--- config.mk ---
export PLATFORM = sky130hd
export DESIGN_NAME = boot_sequencer
export DESIGN_NICKNAME = d
export VERILOG_FILES = /design/src/rtl/boot_sequencer.sv
export SDC_FILE = /design/constraint.sdc
export NUM_CORES = 1
export LEC_CHECK = 0
export BUFFER_PORTS_ARGS = -buffer_cell sky130_fd_sc_hd__buf_2
export CAP_MARGIN = 10
export CORE_UTILIZATION = 53
export CTS_CLUSTER_SIZE = 10
export DETAILED_ROUTE_END_ITERATION = 8
export GPL_TIMING_DRIVEN = 0
export MAX_ROUTING_LAYER = met4
export PLACE_DENSITY = 0.89
export SYNTH_ARGS = -nofsm -noshare
export SYNTH_HDL_FRONTEND = slang
export SYNTH_SLANG_ARGS = --single-unit
export TNS_END_PERCENT = 50
--- constraint.sdc ---
create_clock -name clk -period 1.85 [get_ports clk]
set_input_delay 0.0925 -clock clk [delete_from_list [all_inputs] [get_ports clk]]
set_output_delay 0.0925 -clock clk [all_outputs]
set_load 0.01 [all_outputs]
--- src/rtl/boot_sequencer.sv ---
// ---------------------------------------------------------------------------
// boot_sequencer
//
// Loads a program into the instruction memory from a stream of narrow beats
// and then gates the CPU enable with run / halt / single-step control. The
// CPU is held in reset from power-up until a complete program is resident,
// and again whenever a new load is started.
//
// Optional feature (compile-time macro BOOT_RUN_LIMIT_EN):
//   Adds a RUN-cycle budget of MAX_RUN cycles. When it expires the sequencer
//   drops back to HALT and raises the sticky timeout flag, which blocks
//   further run requests until the next load_start or reset. Without the
//   macro no counter is built and timeout is tied low.
//
// Ports:
//   clk, rst_n           clock, asynchronous active-low reset
//   load_start           pulse: begin / restart a program load (any state)
//   beat_valid/ready     beat stream handshake, beat_data LS beat first
//   beat_data            BEAT_W-bit program beat
//   imem_waddr/wdata/wr  instruction memory write port
//   run_req              level: run continuously
//   step_req             pulse: execute one instruction
//   halt_req             pulse: stop execution
//   cpu_en               CPU enable (registered)
//   cpu_rst              CPU reset, active-high (registered)
//   loaded               a full program is resident
//   timeout              sticky: run budget expired
//   dbg_state_o          current FSM state, for checkers and debug
//
// Handshake: a beat transfers on a rising clk edge where beat_valid and
// beat_ready are both 1. beat_ready does not depend on beat_valid; the
// source must hold beat_data stable while beat_valid is high and not yet
// accepted. beat_ready drops during the one-cycle WRITE bubble and in the
// cycle a load_start is seen, since that load_start discards the word.
// ---------------------------------------------------------------------------
module boot_sequencer #(
  parameter int ADDR_W  = 3,
  parameter int BEAT_W  = 5
`ifdef BOOT_RUN_LIMIT_EN
  ,
  parameter int MAX_RUN = 255
`endif
) (
  input  logic                  clk,
  input  logic                  rst_n,
  input  logic                  load_start,
  input  logic                  beat_valid,
  input  logic [BEAT_W-1:0]     beat_data,
  output logic                  beat_ready,
  output logic [ADDR_W-1:0]     imem_waddr,
  output logic [3*BEAT_W-1:0]   imem_wdata,
  output logic                  imem_wr,
  input  logic                  run_req,
  input  logic                  step_req,
  input  logic                  halt_req,
  output logic                  cpu_en,
  output logic                  cpu_rst,
  output logic                  loaded,
  output logic                  timeout,
  output logic [2:0]            dbg_state_o
);

  typedef enum logic [2:0] {
    IDLE  = 3'd0,
    LOAD  = 3'd1,
    WRITE = 3'd2,
    HALT  = 3'd3,
    RUN   = 3'd4,
    STEP  = 3'd5
  } state_t;

  state_t                state_q, state_d;
  logic [1:0]            beat_idx_q, beat_idx_d;
  logic [ADDR_W-1:0]     word_idx_q, word_idx_d;
  logic [2*BEAT_W-1:0]   asm_q, asm_d;
  logic [ADDR_W-1:0]     waddr_q, waddr_d;
  logic [3*BEAT_W-1:0]   wdata_q, wdata_d;
  logic                  loaded_q, loaded_d;
  logic                  cpu_en_q, cpu_en_d;
  logic                  cpu_rst_q, cpu_rst_d;
  logic                  beat_fire;
  logic                  run_blocked;

`ifdef BOOT_RUN_LIMIT_EN
  localparam int RUN_CNT_W = $clog2(MAX_RUN + 1);
  logic [RUN_CNT_W-1:0]  run_cnt_q, run_cnt_d;
  logic                  timeout_q, timeout_d;

  assign run_blocked = timeout_q;
  assign timeout     = timeout_q;
`else
  assign run_blocked = 1'b0;
  assign timeout     = 1'b0;
`endif

  // A load_start in the same cycle wins over the beat, so do not claim it.
  assign beat_ready = (state_q == LOAD) && !load_start;
  assign beat_fire  = beat_valid && beat_ready;

  // The completed word is written in WRITE unless a restart discards it.
  assign imem_wr    = (state_q == WRITE) && !load_start;

  assign imem_waddr  = waddr_q;
  assign imem_wdata  = wdata_q;
  assign cpu_en      = cpu_en_q;
  assign cpu_rst     = cpu_rst_q;
  assign loaded      = loaded_q;
  assign dbg_state_o = state_q;

  always_comb begin
    state_d    = state_q;
    beat_idx_d = beat_idx_q;
    word_idx_d = word_idx_q;
    asm_d      = asm_q;
    waddr_d    = waddr_q;
    wdata_d    = wdata_q;
    loaded_d   = loaded_q;
    cpu_rst_d  = cpu_rst_q;
`ifdef BOOT_RUN_LIMIT_EN
    timeout_d  = timeout_q;
    run_cnt_d  = run_cnt_q;
`endif

    if (load_start) begin
      state_d    = LOAD;
      beat_idx_d = 2'd0;
      word_idx_d = '0;
      asm_d      = '0;
      loaded_d   = 1'b0;
      cpu_rst_d  = 1'b1;
`ifdef BOOT_RUN_LIMIT_EN
      timeout_d  = 1'b0;
`endif
    end else begin
      unique case (state_q)
        IDLE: begin
          // Only load_start leaves IDLE.
        end

        LOAD: begin
          if (beat_fire) begin
            case (beat_idx_q)
              2'd0: begin
                asm_d[BEAT_W-1:0] = beat_data;
                beat_idx_d        = 2'd1;
              end
              2'd1: begin
                asm_d[2*BEAT_W-1:BEAT_W] = beat_data;
                beat_idx_d               = 2'd2;
              end
              default: begin
                // Third beat goes straight into the write data register.
                wdata_d    = {beat_data, asm_q};
                waddr_d    = word_idx_q;
                beat_idx_d = 2'd0;
                state_d    = WRITE;
              end
            endcase
          end
        end

        WRITE: begin
          // Index wraps to 0 after the last word.
          word_idx_d = word_idx_q + ADDR_W'(1);
          if (word_idx_q == {ADDR_W{1'b1}}) begin
            state_d   = HALT;
            loaded_d  = 1'b1;
            cpu_rst_d = 1'b0;
          end else begin
            state_d   = LOAD;
          end
        end

        HALT: begin
          if (halt_req) begin
            state_d = HALT;
          end else if (step_req) begin
            state_d = STEP;
          end else if (run_req && !run_blocked) begin
            state_d = RUN;
`ifdef BOOT_RUN_LIMIT_EN
            run_cnt_d = '0;
`endif
          end
        end

        STEP: begin
          // A step_req seen here is dropped.
          state_d = HALT;
        end

        RUN: begin
          if (halt_req || !run_req) begin
            state_d = HALT;
          end
`ifdef BOOT_RUN_LIMIT_EN
          // run_cnt_q counts RUN cycles completed before this one, so the
          // MAX_RUN-th RUN cycle is the last.
          else if (run_cnt_q + RUN_CNT_W'(1) == RUN_CNT_W'(MAX_RUN)) begin
            state_d   = HALT;
            timeout_d = 1'b1;
          end else begin
            run_cnt_d = run_cnt_q + RUN_CNT_W'(1);
          end
`endif
        end

        default: begin
          state_d = IDLE;
        end
      endcase
    end
  end

  // Registered enable decoded from the next state, so it is high exactly in
  // the cycles the FSM spends in RUN or STEP. Both states are only reachable
  // through HALT, i.e. with loaded=1 and cpu_rst=0.
  assign cpu_en_d = (state_d == RUN) || (state_d == STEP);

  always_ff @(posedge clk or negedge rst_n) begin
    if (!rst_n) begin
      state_q    <= IDLE;
      beat_idx_q <= 2'd0;
      word_idx_q <= '0;
      asm_q      <= '0;
      waddr_q    <= '0;
      wdata_q    <= '0;
      loaded_q   <= 1'b0;
      cpu_en_q   <= 1'b0;
      cpu_rst_q  <= 1'b1;
    end else begin
      state_q    <= state_d;
      beat_idx_q <= beat_idx_d;
      word_idx_q <= word_idx_d;
      asm_q      <= asm_d;
      waddr_q    <= waddr_d;
      wdata_q    <= wdata_d;
      loaded_q   <= loaded_d;
      cpu_en_q   <= cpu_en_d;
      cpu_rst_q  <= cpu_rst_d;
    end
  end

`ifdef BOOT_RUN_LIMIT_EN
  always_ff @(posedge clk or negedge rst_n) begin
    if (!rst_n) begin
      run_cnt_q <= '0;
      timeout_q <= 1'b0;
    end else begin
      run_cnt_q <= run_cnt_d;
      timeout_q <= timeout_d;
    end
  end
`endif

endmodule
# --- Word level (Yosys, flattened, before mapping) ---
# Cells that the tools add are included.
word_totals:
  reg_bits: 39
classes:
  add_sub_neg: 1
  n_eq_ne: 9
  muxes: 26
  bitwise: 2
  reduce_logical: 21
ops:
  columns: ["op", "n"]
  rows:
  - ["$mux W10", 3]
  - ["$mux W3", 9]
  - ["$pmux W3 S6", 1]
  - ["$eq A3 B3 Y1 const B", 5]
  - ["$reduce_bool A2 Y1", 6]
  - ["$mux W5", 2]
  - ["$mux W2", 4]
  - ["$eq A3 B2 Y1 const B", 2]
  - ["$mux W1", 6]
  - ["$reduce_and A3 Y1", 2]
  - ["$pmux W2 S2", 1]
  - ["$reduce_and A2 Y1", 2]
  - ["$reduce_and A4 Y1", 1]
  - ["$add A3 B1 Y3 const B", 1]
  - ["$eq A3 B1 Y1 const B", 1]
  - ["$logic_and A1 B1 Y1", 3]
  - ["$logic_not A3 Y1", 1]
  - ["$eq A2 B1 Y1 const B", 1]
  - ["$logic_not A1 Y1", 2]
  - ["$logic_not A2 Y1", 1]
  - ["$logic_or A1 B1 Y1", 2]
  - ["$not A1 Y1", 2]
  - ["$reduce_or A2 Y1", 1]

# --- Longest topological paths before layout ---
# Gate-level depths: netlist (run 1).
depth:
  ltp_word: 8
  depth_mapped: 6

# --- Worst setup path after synthesis (run 1) ---
# No wires, ideal clock.
synth_timing:
  path_kind: "register to register"
  start: "register state_q[2], in the netlist dbg_state_o[2]"
  end: "register wdata_q[0], in the netlist imem_wdata[0]"
  setup_ps: 125
  arrival_time_ps: 1587
  t_required_ps: 1725
  setup_slack_ps: 138
  stages_incl_launch_ff: 7
  n_path_buf: 3
  path_cell_list: "dfrtp_1 buf_6 nor4b_4 and3_1 buf_6 buf_12 mux2_4"
synth_between:
  elab_chain_len: 4
synth_lines:
  columns: ["item", "line_no", "text"]
  rows:
  - ["start: declaration", "72", "state_t state_q, state_d;"]
  - ["start signal: assignment", "232", "state_q <= state_d;"]
  - ["$eq A3 B1 Y1", "97", "assign beat_ready = (state_q == LOAD) && !load_start;"]
  - ["$logic_and A1 B1 Y1", "97", null]
  - ["named net beat_ready", "49", "output logic beat_ready,"]
  - ["$logic_and A1 B1 Y1", "98", "assign beat_fire = beat_valid && beat_ready;"]
  - ["$reduce_and A4 Y1 (no line)", null, null]
  - ["end signal: assignment", "237", "wdata_q <= wdata_d;"]
  - ["end: declaration", "77", "logic [3*BEAT_W-1:0] wdata_q, wdata_d;"]
# The timed path passes the listed nets, and every way through them passes these cells.
# A chain may end at the register's enable or synchronous reset.

# --- Final worst setup path (run 1) ---
layout_timing:
  start: "register state_q[2], in the netlist dbg_state_o[2]"
  end: "register wdata_q[1], in the netlist imem_wdata[1]"
layout_between:
  elab_chain_len: 4
layout_lines:
  columns: ["item", "line_no"]
  rows:
  - ["$eq A3 B1 Y1 (*)", "97, 135"]
  - ["$logic_and A1 B1 Y1", "97"]
  - ["$logic_and A1 B1 Y1", "98"]
  - ["$reduce_and A4 Y1 (no line) (*)", null]
# Every way passes the cells marked *; elsewhere a longest branch is shown, timed or not.

==> impl_results.md, run 1 <==
* Post-route cell area at 0.002087 sq mm
* Most Frequent Cell on Critical Path: buf_6
* CP max stage cell: dfrtp_1
* Pwr Density at 803.5 mW/mm^2
* Pint at 1222 uW
* Synthesized instance count at 147
* Final Hold Viols at 0
* HPWL after DPL at 2.649 mm
* Main synth FF type: dfrtp_1
* Total power at 1677 uW
* Final core occ at 0.6672
* Worst Path Required at about 2100 ps
* Fraction of layout cells with a size suffix above 1 at 0.3750
* Vias at 1293
* Number of synthesized register bits at 39
* Synthesis Warnings at 0
* Crit path capture type: flip-flop
* First-pass GRT wire length at 5.747 mm
* N_diodes at 0
* Syn Area/Cell at about 12 sq um
* Detailed Route Iter0 Violations at 32
* Die width at 60.04 um
* Final Max Tran Viols at 0
* Clk root buf: clkbuf_4
* Area share of the largest cell type after synthesis at 0.5326
* Synth Net Count at around 160
* Post-route ant nets at 0
* Vert. Die Dim at 60.04 um
* Core Area at 0.003128 sq mm
* Synthesized cell area at 0.001785 sq mm
* Aggregate global-route resource usage at 0.2318
* Worst skew pair latency at 340 ps
* Gpl congestion at around 0.86
* Clk_skew at 2.330 ps
* Detail-routed via count per cell at about 5.5
* Wirelength, routed at roughly 3.5 mm
* CTS resizes at 0
* Top cell family by delay on the critical path: simple AND/OR/NAND/NOR gates
* Ys async rst share at 1.000
* Grt total ovfl at 0
* Top post-synthesis cells by area: dfrtp_1, mux2_4, mux2_2
* CTS Sinks at 39
* # hold bufs at CTS at 2
* Drt wl/cell at 14.85 um
* Sequential area share after synthesis at 0.5473
* Layout area overhead at 16.89%
* Peak Freq at ~590 MHz
* Number of global-route vias before repair at 1242
* Worst path bufs/invs at 3
* Initial antenna violation count at 0
* Critical Path Max Stage Delay at 390 ps
* Post-synth EDFFs at 0
* DRC at 0
* Final setup fails at 0
* Switching share of total power at 0.2714
* Final nets at 207
* Clock period minus worst slack at ~1700 ps
* Cell area after placement at 0.002026 sq mm
* Final setup TNS at 0 ps
* Slew headroom at 0.4474
* # fillers at 254
* Largest net degree at the start of global routing at 40
* Die ar. at 0.003605 sq mm
* Logic pwr share at 0.192
* Register share of total power at 0.582
* Final Cycle Share at 0.9207
* Worst path cell trace: buf_6 -> nor4b_4 -> and3_1 -> buf_6 -> buf_12 -> mux2_4
* Worst hold path class: in -> reg
* DR pass1 iterations at 5
* Num ports at 39
* CTS tree: yes
* Initial Util at 0.5708
* Outcome: complete, no violations
* Worst setup SP type: flip-flop
* Clock power frac at 0.225
* CTS Buf Count at 5
* Most common cell after layout, fill and taps aside: buf_2
* Worst-margin pin slew at 828.9 ps
* FP Rows at 20
* NetSw at between 400 and 500 uW
* Pleak at a little over 0.001 uW
* RSZ-0062 raised after global routing: false
* Worst EP arrival at roughly 1900 ps
* Max cap viols at 0
* Area leader, netlist: dfrtp_1
* Max clock buf depth at 2
* Clock transition at the registers of the reported paths at 100 ps
* Critical path class: reg -> reg
* Synth cell types at 38
* Crit-path max FO at 10
* Post-CTS Setup Inserts at 0
* IR drop worst, VDD at 0.0004658 V
* Port buffer count at 37
* Most frequent cells in the layout: buf_2, dfrtp_1, a21oi_1, nand3_1, o21ai_0
* CTS H-Tree Depth at 2
sequential cells by signal, indices dropped and copies added (netlist names):
signal       count
word_idx_q       3
asm_q           10
imem_wdata      15
dbg_state_o      3
cpu_rst          1
cpu_en           1
beat_idx_q       2
loaded           1
imem_waddr       3
synthesized netlist by cell type (2+ instances only):
master	count
dfrtp_1	38
a21oi_1	14
nand3_1	11
o21ai_0	11
mux2_4	10
mux2_2	8
nand2_1	6
nor2_1	6
buf_2	3
nand2b_1	3
nor2b_1	3
nor3_1	3
a21o_1	2
buf_6	2
clkbuf_1	2
ha_1	2
mux2i_1	2
final timing paths:
check | start | end | slack, ps | depth (start not counted)
max in group asynchronous | rst_n | imem_wdata[13]$_DFFE_PN0P_ | 960 | 2
worst max-delay path | dbg_state_o[2]$_DFF_PN0_ | imem_wdata[1]$_DFFE_PN0P_ | 150 | 6
min in group asynchronous | rst_n | imem_wdata[2]$_DFFE_PN0P_ | 380 | 2
worst min register to register | imem_wdata[14]$_DFFE_PN0P_ | imem_wdata[14]$_DFFE_PN0P_ | 510 | 1
worst max register to register | dbg_state_o[2]$_DFF_PN0_ | imem_wdata[1]$_DFFE_PN0P_ | 150 | 6
worst min-delay path | beat_data[2] | asm_q[2]$_DFFE_PN0P_ | 20 | 3
area by class of cell:
class | count | area [sq um] | share of cell area
Sequential cell | 39 | 977.2 | 0.4682
Timing Repair Buffer | 39 | 205.2 | 0.09832
Inverter | 1 | 3.754 | 0.001799
Buffer | 10 | 76.32 | 0.03657
Multi-Input combinational cell | 97 | 728.2 | 0.3489
Tap cell | 44 | 55.05 | 0.02638
Clock buffer | 6 | 41.29 | 0.01978
metal layers:
layer  vias up  global-route usage  wire length [um]
li1        607                   -                 -
met1       637              0.2628              1487
met2        44              0.3968              1816
met3         5             0.05195               158
met4         0             0.08970                42
met5         -                   -                 0
kinds of logic (layout without fill, tap and decap cells):
family	count (synthesis)	count (layout)	synth area share
flops	39	39	0.5473
buf+inv	11	56	0.04485
xor+xnor	2	2	0.009813
compound gates	32	32	0.1016
fa+ha+maj	2	2	0.01401
mux	20	20	0.1458
simple gates	40	40	0.1345
other cells	1	1	0.002100
per-stage QoR:
step,cells,hold WS [ps],setup WS [ps]
3_5_place_dp,228,239.8,141.4
5_1_grt,236,10.24,82.87
2_1_floorplan,147,-203.1,138.0
4_1_cts,236,13.54,134.1
6_report,236,21.35,146.7
3_3_place_gp,228,218.5,188.4
tightest hold or removal path, delay by kind of cell:
family | cells | cell delay (ps)
AO/OA/AOI/OAI | 1 | 50
buffers and inverters | 1 | 120
AND/OR/NAND/NOR | 1 | 60
power groups by stage:
stage | Combinational, uW | Sequential (uW) | Clock, uW
floorplan | 164 | 1020 | 0
global placement | 313 | 989 | 0
detailed placement | 321 | 994 | 0
CTS | 326 | 977 | 387
global route | 357 | 990 | 424
finish | 323 | 977 | 378
Power figures use the tool's default switching activity.
==> run 2: changes to the inputs <==
--- a/config.mk
+++ b/config.mk
@@ -5,6 +5,7 @@
 export SDC_FILE = /design/constraint.sdc
 export NUM_CORES = 1
 export LEC_CHECK = 0
+export ABC_CLOCK_PERIOD_IN_PS = 1850
 export BUFFER_PORTS_ARGS = -buffer_cell sky130_fd_sc_hd__buf_2
 export CAP_MARGIN = 10
 export CORE_UTILIZATION = 53
==> constraint.sdc (replaced) <==
create_clock -name clk -period 1.85 [get_ports clk]
set_input_delay 0.37 -clock clk [delete_from_list [all_inputs] [get_ports clk]]
set_output_delay 0.37 -clock clk [all_outputs]
set_load 0.01 [all_outputs]
==> run 2 against run 1 <==
Utilization down 0.56 points. Total power down 0.28%. Design area down 0.84%. Sequential share of layout area up 0.40 points. Fmax down 2.3%. Sequential cell count unchanged. Sequential power about the same. Critical path depth down 2. Via count down 0.93%. First-iteration DRC count up 9.4%. Clock-buffer cell count unchanged. Final cell count down 0.85%. Largest power group unchanged.
==> impl_results.md, run 2 (synthesis gave the netlist of run 1 again) <==
* Clk root buf: clkbuf_4 (unchanged)
* Gpl congestion at 0.8614 (unchanged)
* Most common cell after layout, fill and taps aside: buf_2 (unchanged)
* Grt total ovfl at 0 (unchanged)
* Fraction of layout cells with a size suffix above 1 at 0.3789 (was 0.3750)
* Die width at 60.04 um (unchanged)
* Pwr Density at 808.0 mW/mm^2 (was 803.5 mW/mm^2)
* Initial antenna violation count at 0 (unchanged)
* Total power at 1672 uW (was 1677 uW)
* Clock transition at the registers of the reported paths at 100 ps (about the same)
* Pleak at 0.001028 uW (was 0.001037 uW)
* Slew headroom at 0.4499 (was 0.4474)
* Final core occ at 0.6616 (was 0.6672)
* Number of global-route vias before repair at 1241 (was 1242)
* Peak Freq at 573.5 MHz (was 587.1 MHz)
* Num ports at 39 (unchanged)
* Worst EP arrival at 1370 ps (was 1940 ps)
* Port buffer count at 37 (unchanged)
* Vias at 1281 (was 1293)
* Clk_skew at 3.720 ps (was 2.330 ps)
* Final nets at 205 (was 207)
* # hold bufs at CTS at 0 (was 2)
* Final setup TNS at 0 ps (unchanged)
* FP Rows at 20 (unchanged)
* RSZ-0062 raised after global routing: false (unchanged)
* CTS Sinks at 39 (unchanged)
* Post-route cell area at 0.002069 sq mm (was 0.002087 sq mm)
* Detail-routed via count per cell at 5.474 (was 5.479)
* DRC at 0 (unchanged)
* Worst hold path class: in -> async (was in -> reg)
* Largest net degree at the start of global routing at 40 (unchanged)
* Crit-path max FO at 10 (unchanged)
* Setup WS post-layout at 106.5 ps (was 146.7 ps)
* Final Hold Viols at 0 (unchanged)
* Clock period minus worst slack at 1744 ps (was 1703 ps)
* CTS Buf Count at 5 (unchanged)
* IR drop worst, VDD at 0.0004629 V (was 0.0004658 V)
* Most frequent cells in the layout: buf_2, dfrtp_1, a21oi_1, nand3_1, o21ai_0 (unchanged)
* Drt wl/cell at 14.92 um (was 14.85 um)
* Worst Path Required at 1480 ps (was 2080 ps)
* Initial Util at 0.5708 (unchanged)
* Critical path class: reg -> out (was reg -> reg)
* DR pass1 iterations at 4 (was 5)
* Cell area after placement at 0.002026 sq mm (unchanged)
* R2R setup slack at 140 ps (was 150 ps)
* Crit path launch: dbg_state_o[1]$_DFF_PN0_ (was dbg_state_o[2]$_DFF_PN0_)
* Worst-margin pin slew at 825.1 ps (was 828.9 ps)
* HPWL after DPL at 2.649 mm (unchanged)
* Max cap viols at 0 (unchanged)
* Area of the multi-input gates at 728.2 sq um (unchanged)
* Detailed Route Iter0 Violations at 35 (was 32)
* Final Cycle Share at 0.9424 (was 0.9207)
* Worst setup SP type: flip-flop (unchanged)
* Crit path capture type: primary output (was flip-flop)
* Vert. Die Dim at 60.04 um (unchanged)
* Layout area overhead at 15.91% (was 16.89%)
* Worst r2r src: dbg_state_o[2]$_DFF_PN0_ (unchanged)
* Outcome: complete, no violations (unchanged)
* Wirelength, routed at 3.491 mm (was 3.505 mm)
* Max clock buf depth at 2 (unchanged)
* Reg-to-Reg End: imem_wdata[1]$_DFFE_PN0P_ (unchanged)
* Die ar. at 0.003605 sq mm (unchanged)
* CTS tree: yes (unchanged)
* Final Max Tran Viols at 0 (unchanged)
* Post-route ant nets at 0 (unchanged)
* # fillers at 259 (was 254)
* R2R depth at 6 (unchanged)
* Storage cell area at 977.2 sq um (unchanged)
* CTS H-Tree Depth at 2 (unchanged)
* Number of flip-flops under the largest register name at 15 (unchanged)
* CTS resizes at 0 (unchanged)
* Post-CTS Setup Inserts at 0 (unchanged)
* Final setup fails at 0 (unchanged)
* Aggregate global-route resource usage at 0.2289 (was 0.2318)
* Pre-CTS setup slack at 86.61 ps (was 141.4 ps)
* Core Area at 0.003128 sq mm (unchanged)
* N_diodes at 0 (unchanged)
* First-pass GRT wire length at 5.678 mm (was 5.747 mm)
* Worst skew pair latency at 340 ps (about the same)
==> run 2: cell count changes in the layout (fill, tap and decap cells not counted) <==
cell,previous run,this run
clkbuf_4,5,6
buf_2,40,39
dlygate4sd3_1,2,0
==> run 2: area by class of cell <==
cell class	instances	share of cell area
inverters	1	0.001814
well taps	44	0.02660
multi-input cells	97	0.3519
flip-flops and latches	39	0.4722
plain buffers	10	0.03809
clock buffers	6	0.01995
repair buffers	37	0.08948
==> run 2: per-stage QoR <==
step           hold WS [ps]  instances
3_5_place_dp          492.6        228
6_report              123.5        234
3_3_place_gp          481.0        228
5_1_grt               174.3        234
2_1_floorplan         74.41        147
4_1_cts               145.5        234
==> run 2: per-layer routing <==
layer / wire length, um / track usage
met5: 0 / -
met4: 42 / 0.08970
met3: 159 / 0.05195
met2: 1819 / 0.3937
met1: 1468 / 0.2571
==> run 2: worst max path at each step <==
stage                                           end
after floorplan           imem_wdata[0]$_DFFE_PN0P_
after global placement    imem_wdata[0]$_DFFE_PN0P_
after detailed placement  imem_wdata[6]$_DFFE_PN0P_
after CTS                                   imem_wr
after global routing                        imem_wr
final                                       imem_wr
==> run 2: worst max-delay path, cell delays in order (launching register included) <==
cell and delay (ps):
dfrtp_1 420, clkbuf_4 220, nand2b_1 90, nor3_1 150, buf_2 160
==> run 2: power by group <==
part	internal [uW]	switching, uW
clock network	135	240
registers	932	44.8
logic	152	168
==> run 3: changes to the inputs <==
--- a/config.mk
+++ b/config.mk
@@ -6,7 +6,7 @@
 export NUM_CORES = 1
 export LEC_CHECK = 0
 export ABC_CLOCK_PERIOD_IN_PS = 1850
-export BUFFER_PORTS_ARGS = -buffer_cell sky130_fd_sc_hd__buf_2
+export BUFFER_PORTS_ARGS = -buffer_cell sky130_fd_sc_hd__buf_4
 export CAP_MARGIN = 10
 export CORE_UTILIZATION = 53
 export CTS_CLUSTER_SIZE = 10
==> run 3 against run 2 <==
Combinational power grew 15%. Die area is the same. Worst hold slack gained 87 ps. Via count grew 2.2%. Routed wire length grew 6.7%. Setup slack lost 2.2 ps. Final cell count grew 1.3%. Highest routed layer unchanged. Sequential cell count is the same. Utilization grew 3.6 points. Clock-buffer cell count grew 1.
==> impl_results.md, run 3 (synthesis gave the netlist of run 1 again) <==
* Outcome: complete, no violations (unchanged)
* Num ports at 39 (unchanged)
* Post-CTS Setup Inserts at 0 (unchanged)
* Post-route cell area at 0.002181 sq mm (was 0.002069 sq mm)
* CTS tree: yes (unchanged)
* Initial Util at 0.5708 (unchanged)
* Worst setup SP type: flip-flop (unchanged)
* Initial antenna violation count at 0 (unchanged)
* Cell area after placement at 0.002118 sq mm (was 0.002026 sq mm)
* Port buffer count at 37 (unchanged)
* R2R setup slack at 100 ps (was 140 ps)
* Max cap viols at 0 (unchanged)
* Grt total ovfl at 0 (unchanged)
* GRT Max-Usage Layer: met2 (unchanged)
* R2R depth at 6 (unchanged)
* # fillers at 228 (was 259)
* HPWL after DPL at 2.740 mm (was 2.649 mm)
* Reg-to-Reg End: imem_wdata[5]$_DFFE_PN0P_ (was imem_wdata[1]$_DFFE_PN0P_)
* Gpl congestion at 0.8554 (was 0.8614)
* Final setup fails at 0 (unchanged)
* Met1 Resource Use GR at 0.2955 (was 0.2571)
* Core Area at 0.003128 sq mm (unchanged)
* Worst skew pair latency at 340 ps (about the same)
* Worst Path Required at 2090 ps (was 1480 ps)
* Pleak at 0.001051 uW (was 0.001028 uW)
* Final setup TNS at 0 ps (unchanged)
* Die ar. at 0.003605 sq mm (unchanged)
* Drt wl/cell at 15.71 um (was 14.92 um)
* Worst hold path class: in -> reg (was in -> async)
* Layout area overhead at 22.14% (was 15.91%)
* Worst r2r src: dbg_state_o[2]$_DFF_PN0_ (unchanged)
* Vert. Die Dim at 60.04 um (unchanged)
* RSZ-0062 raised after global routing: false (unchanged)
* Detail-routed via count per cell at 5.523 (was 5.474)
* DRC at 0 (unchanged)
* Vias at 1309 (was 1281)
* IR drop worst, VDD at 0.0004990 V (was 0.0004629 V)
* Clock transition at the registers of the reported paths at 110 ps (was 100 ps)
* Detailed Route Iter0 Violations at 32 (was 35)
* FP Rows at 20 (unchanged)
* Crit path capture type: flip-flop (was primary output)
* CTS Sinks at 39 (unchanged)
* CTS H-Tree Depth at 2 (unchanged)
* Final nets at 206 (was 205)
* Max clock buf depth at 2 (unchanged)
* Peak Freq at 572.8 MHz (was 573.5 MHz)
* Largest net degree at the start of global routing at 40 (unchanged)
* Final Cycle Share at 0.9436 (was 0.9424)
* Fraction of layout cells with a size suffix above 1 at 0.3782 (was 0.3789)
* Final Hold Viols at 0 (unchanged)
* Met2 global-route usage at 0.4095 (was 0.3937)
* Hold EP: cpu_en$_DFF_PN0_
* Total power at 1758 uW (was 1672 uW)
* Worst hold slack at 210.2 ps (was 123.5 ps)
* Number of flip-flops under the largest register name at 15 (unchanged)
* Die width at 60.04 um (unchanged)
* Wirelength, routed at 3.724 mm (was 3.491 mm)
* GR Util met3 at 0.06061 (was 0.05195)
* Crit-path max FO at 10 (unchanged)
* Worst Hold Launch: halt_req
* Pwr Density at 806.1 mW/mm^2 (was 808.0 mW/mm^2)
* CTS Buf Count at 5 (unchanged)
* First-pass GRT wire length at 6.210 mm (was 5.678 mm)
* Clk root buf: clkbuf_4 (unchanged)
* N_diodes at 0 (unchanged)
* Clock period minus worst slack at 1746 ps (was 1744 ps)
* Worst EP arrival at 1980 ps (was 1370 ps)
* Post-route ant nets at 0 (unchanged)
* Final Max Tran Viols at 0 (unchanged)
* WHS Path Cells at 2
* Critical path class: reg -> reg (was reg -> out)
* Number of global-route vias before repair at 1339 (was 1241)
* Clk_skew at 6.093 ps (was 3.720 ps)
* Aggregate global-route resource usage at 0.2451 (was 0.2289)
* DR pass1 iterations at 4 (unchanged)
* Most frequent cells in the layout: buf_4, dfrtp_1, a21oi_1, nand3_1, o21ai_0 (was buf_2, dfrtp_1, a21oi_1, nand3_1, o21ai_0)
-- run 3: how the worst max path moves through the flow --
| stage | from | end | cells past startpoint |
|---|---|---|---|
| after CTS | dbg_state_o[1]$_DFF_PN0_ | imem_wr | 4 |
| final | dbg_state_o[2]$_DFF_PN0_ | imem_wdata[5]$_DFFE_PN0P_ | 6 |
| after global placement | load_start | imem_wdata[0]$_DFFE_PN0P_ | 6 |
| after detailed placement | load_start | imem_wdata[5]$_DFFE_PN0P_ | 6 |
| after floorplan | dbg_state_o[2]$_DFF_PN0_ | imem_wdata[0]$_DFFE_PN0P_ | 6 |
| after global routing | dbg_state_o[1]$_DFF_PN0_ | imem_wr | 4 |
-- run 3: critical path: stages (launching register included) --
cell,delay (ps)
dfrtp_1,420
buf_6,150
nor4b_4,270
and3_1,220
buf_6,130
buf_12,140
mux2_4,300
-- run 3: per-stage QoR --
stage	cells	setup WS (ps)	utilization
finish	237	104.3	0.6972
global route	237	25.02	0.6972
CTS	237	89.08	0.6964
detailed placement	228	103.5	0.6772
global placement	228	125.4	0.6772
floorplan	147	138.0	-
-- run 3: what timing repair did --
action                     CTS  global route
resized for setup            0             1
setup endpoints to repair    0             1
hold endpoints to repair    38             0
hold buffers                 1             0
-- run 3: power by group --
part	internal, uW	total, uW	switching (uW)
Clock	148	407	259
Combinational	194	367	173
Sequential	932	983	51.0
-- run 3: layer usage --
metal	vias to the layer above	part of all wire
met5	-	0
met4	0	0.0083
met3	5	0.042
met2	33	0.54
met1	662	0.41
li1	609	-
-- run 3: area by class of cell --
cell class                      count  area (sq um)  share of cell area
Tap cell                           44         55.05             0.02524
Clock buffer                        7         45.04             0.02065
Multi-Input combinational cell     97         728.2              0.3339
Inverter                            1         3.754            0.001721
Timing Repair Buffer               38         287.8              0.1320
Clock inverter                      1         5.005            0.002295
Sequential cell                    39         977.2              0.4481
Buffer                             10         78.83             0.03614
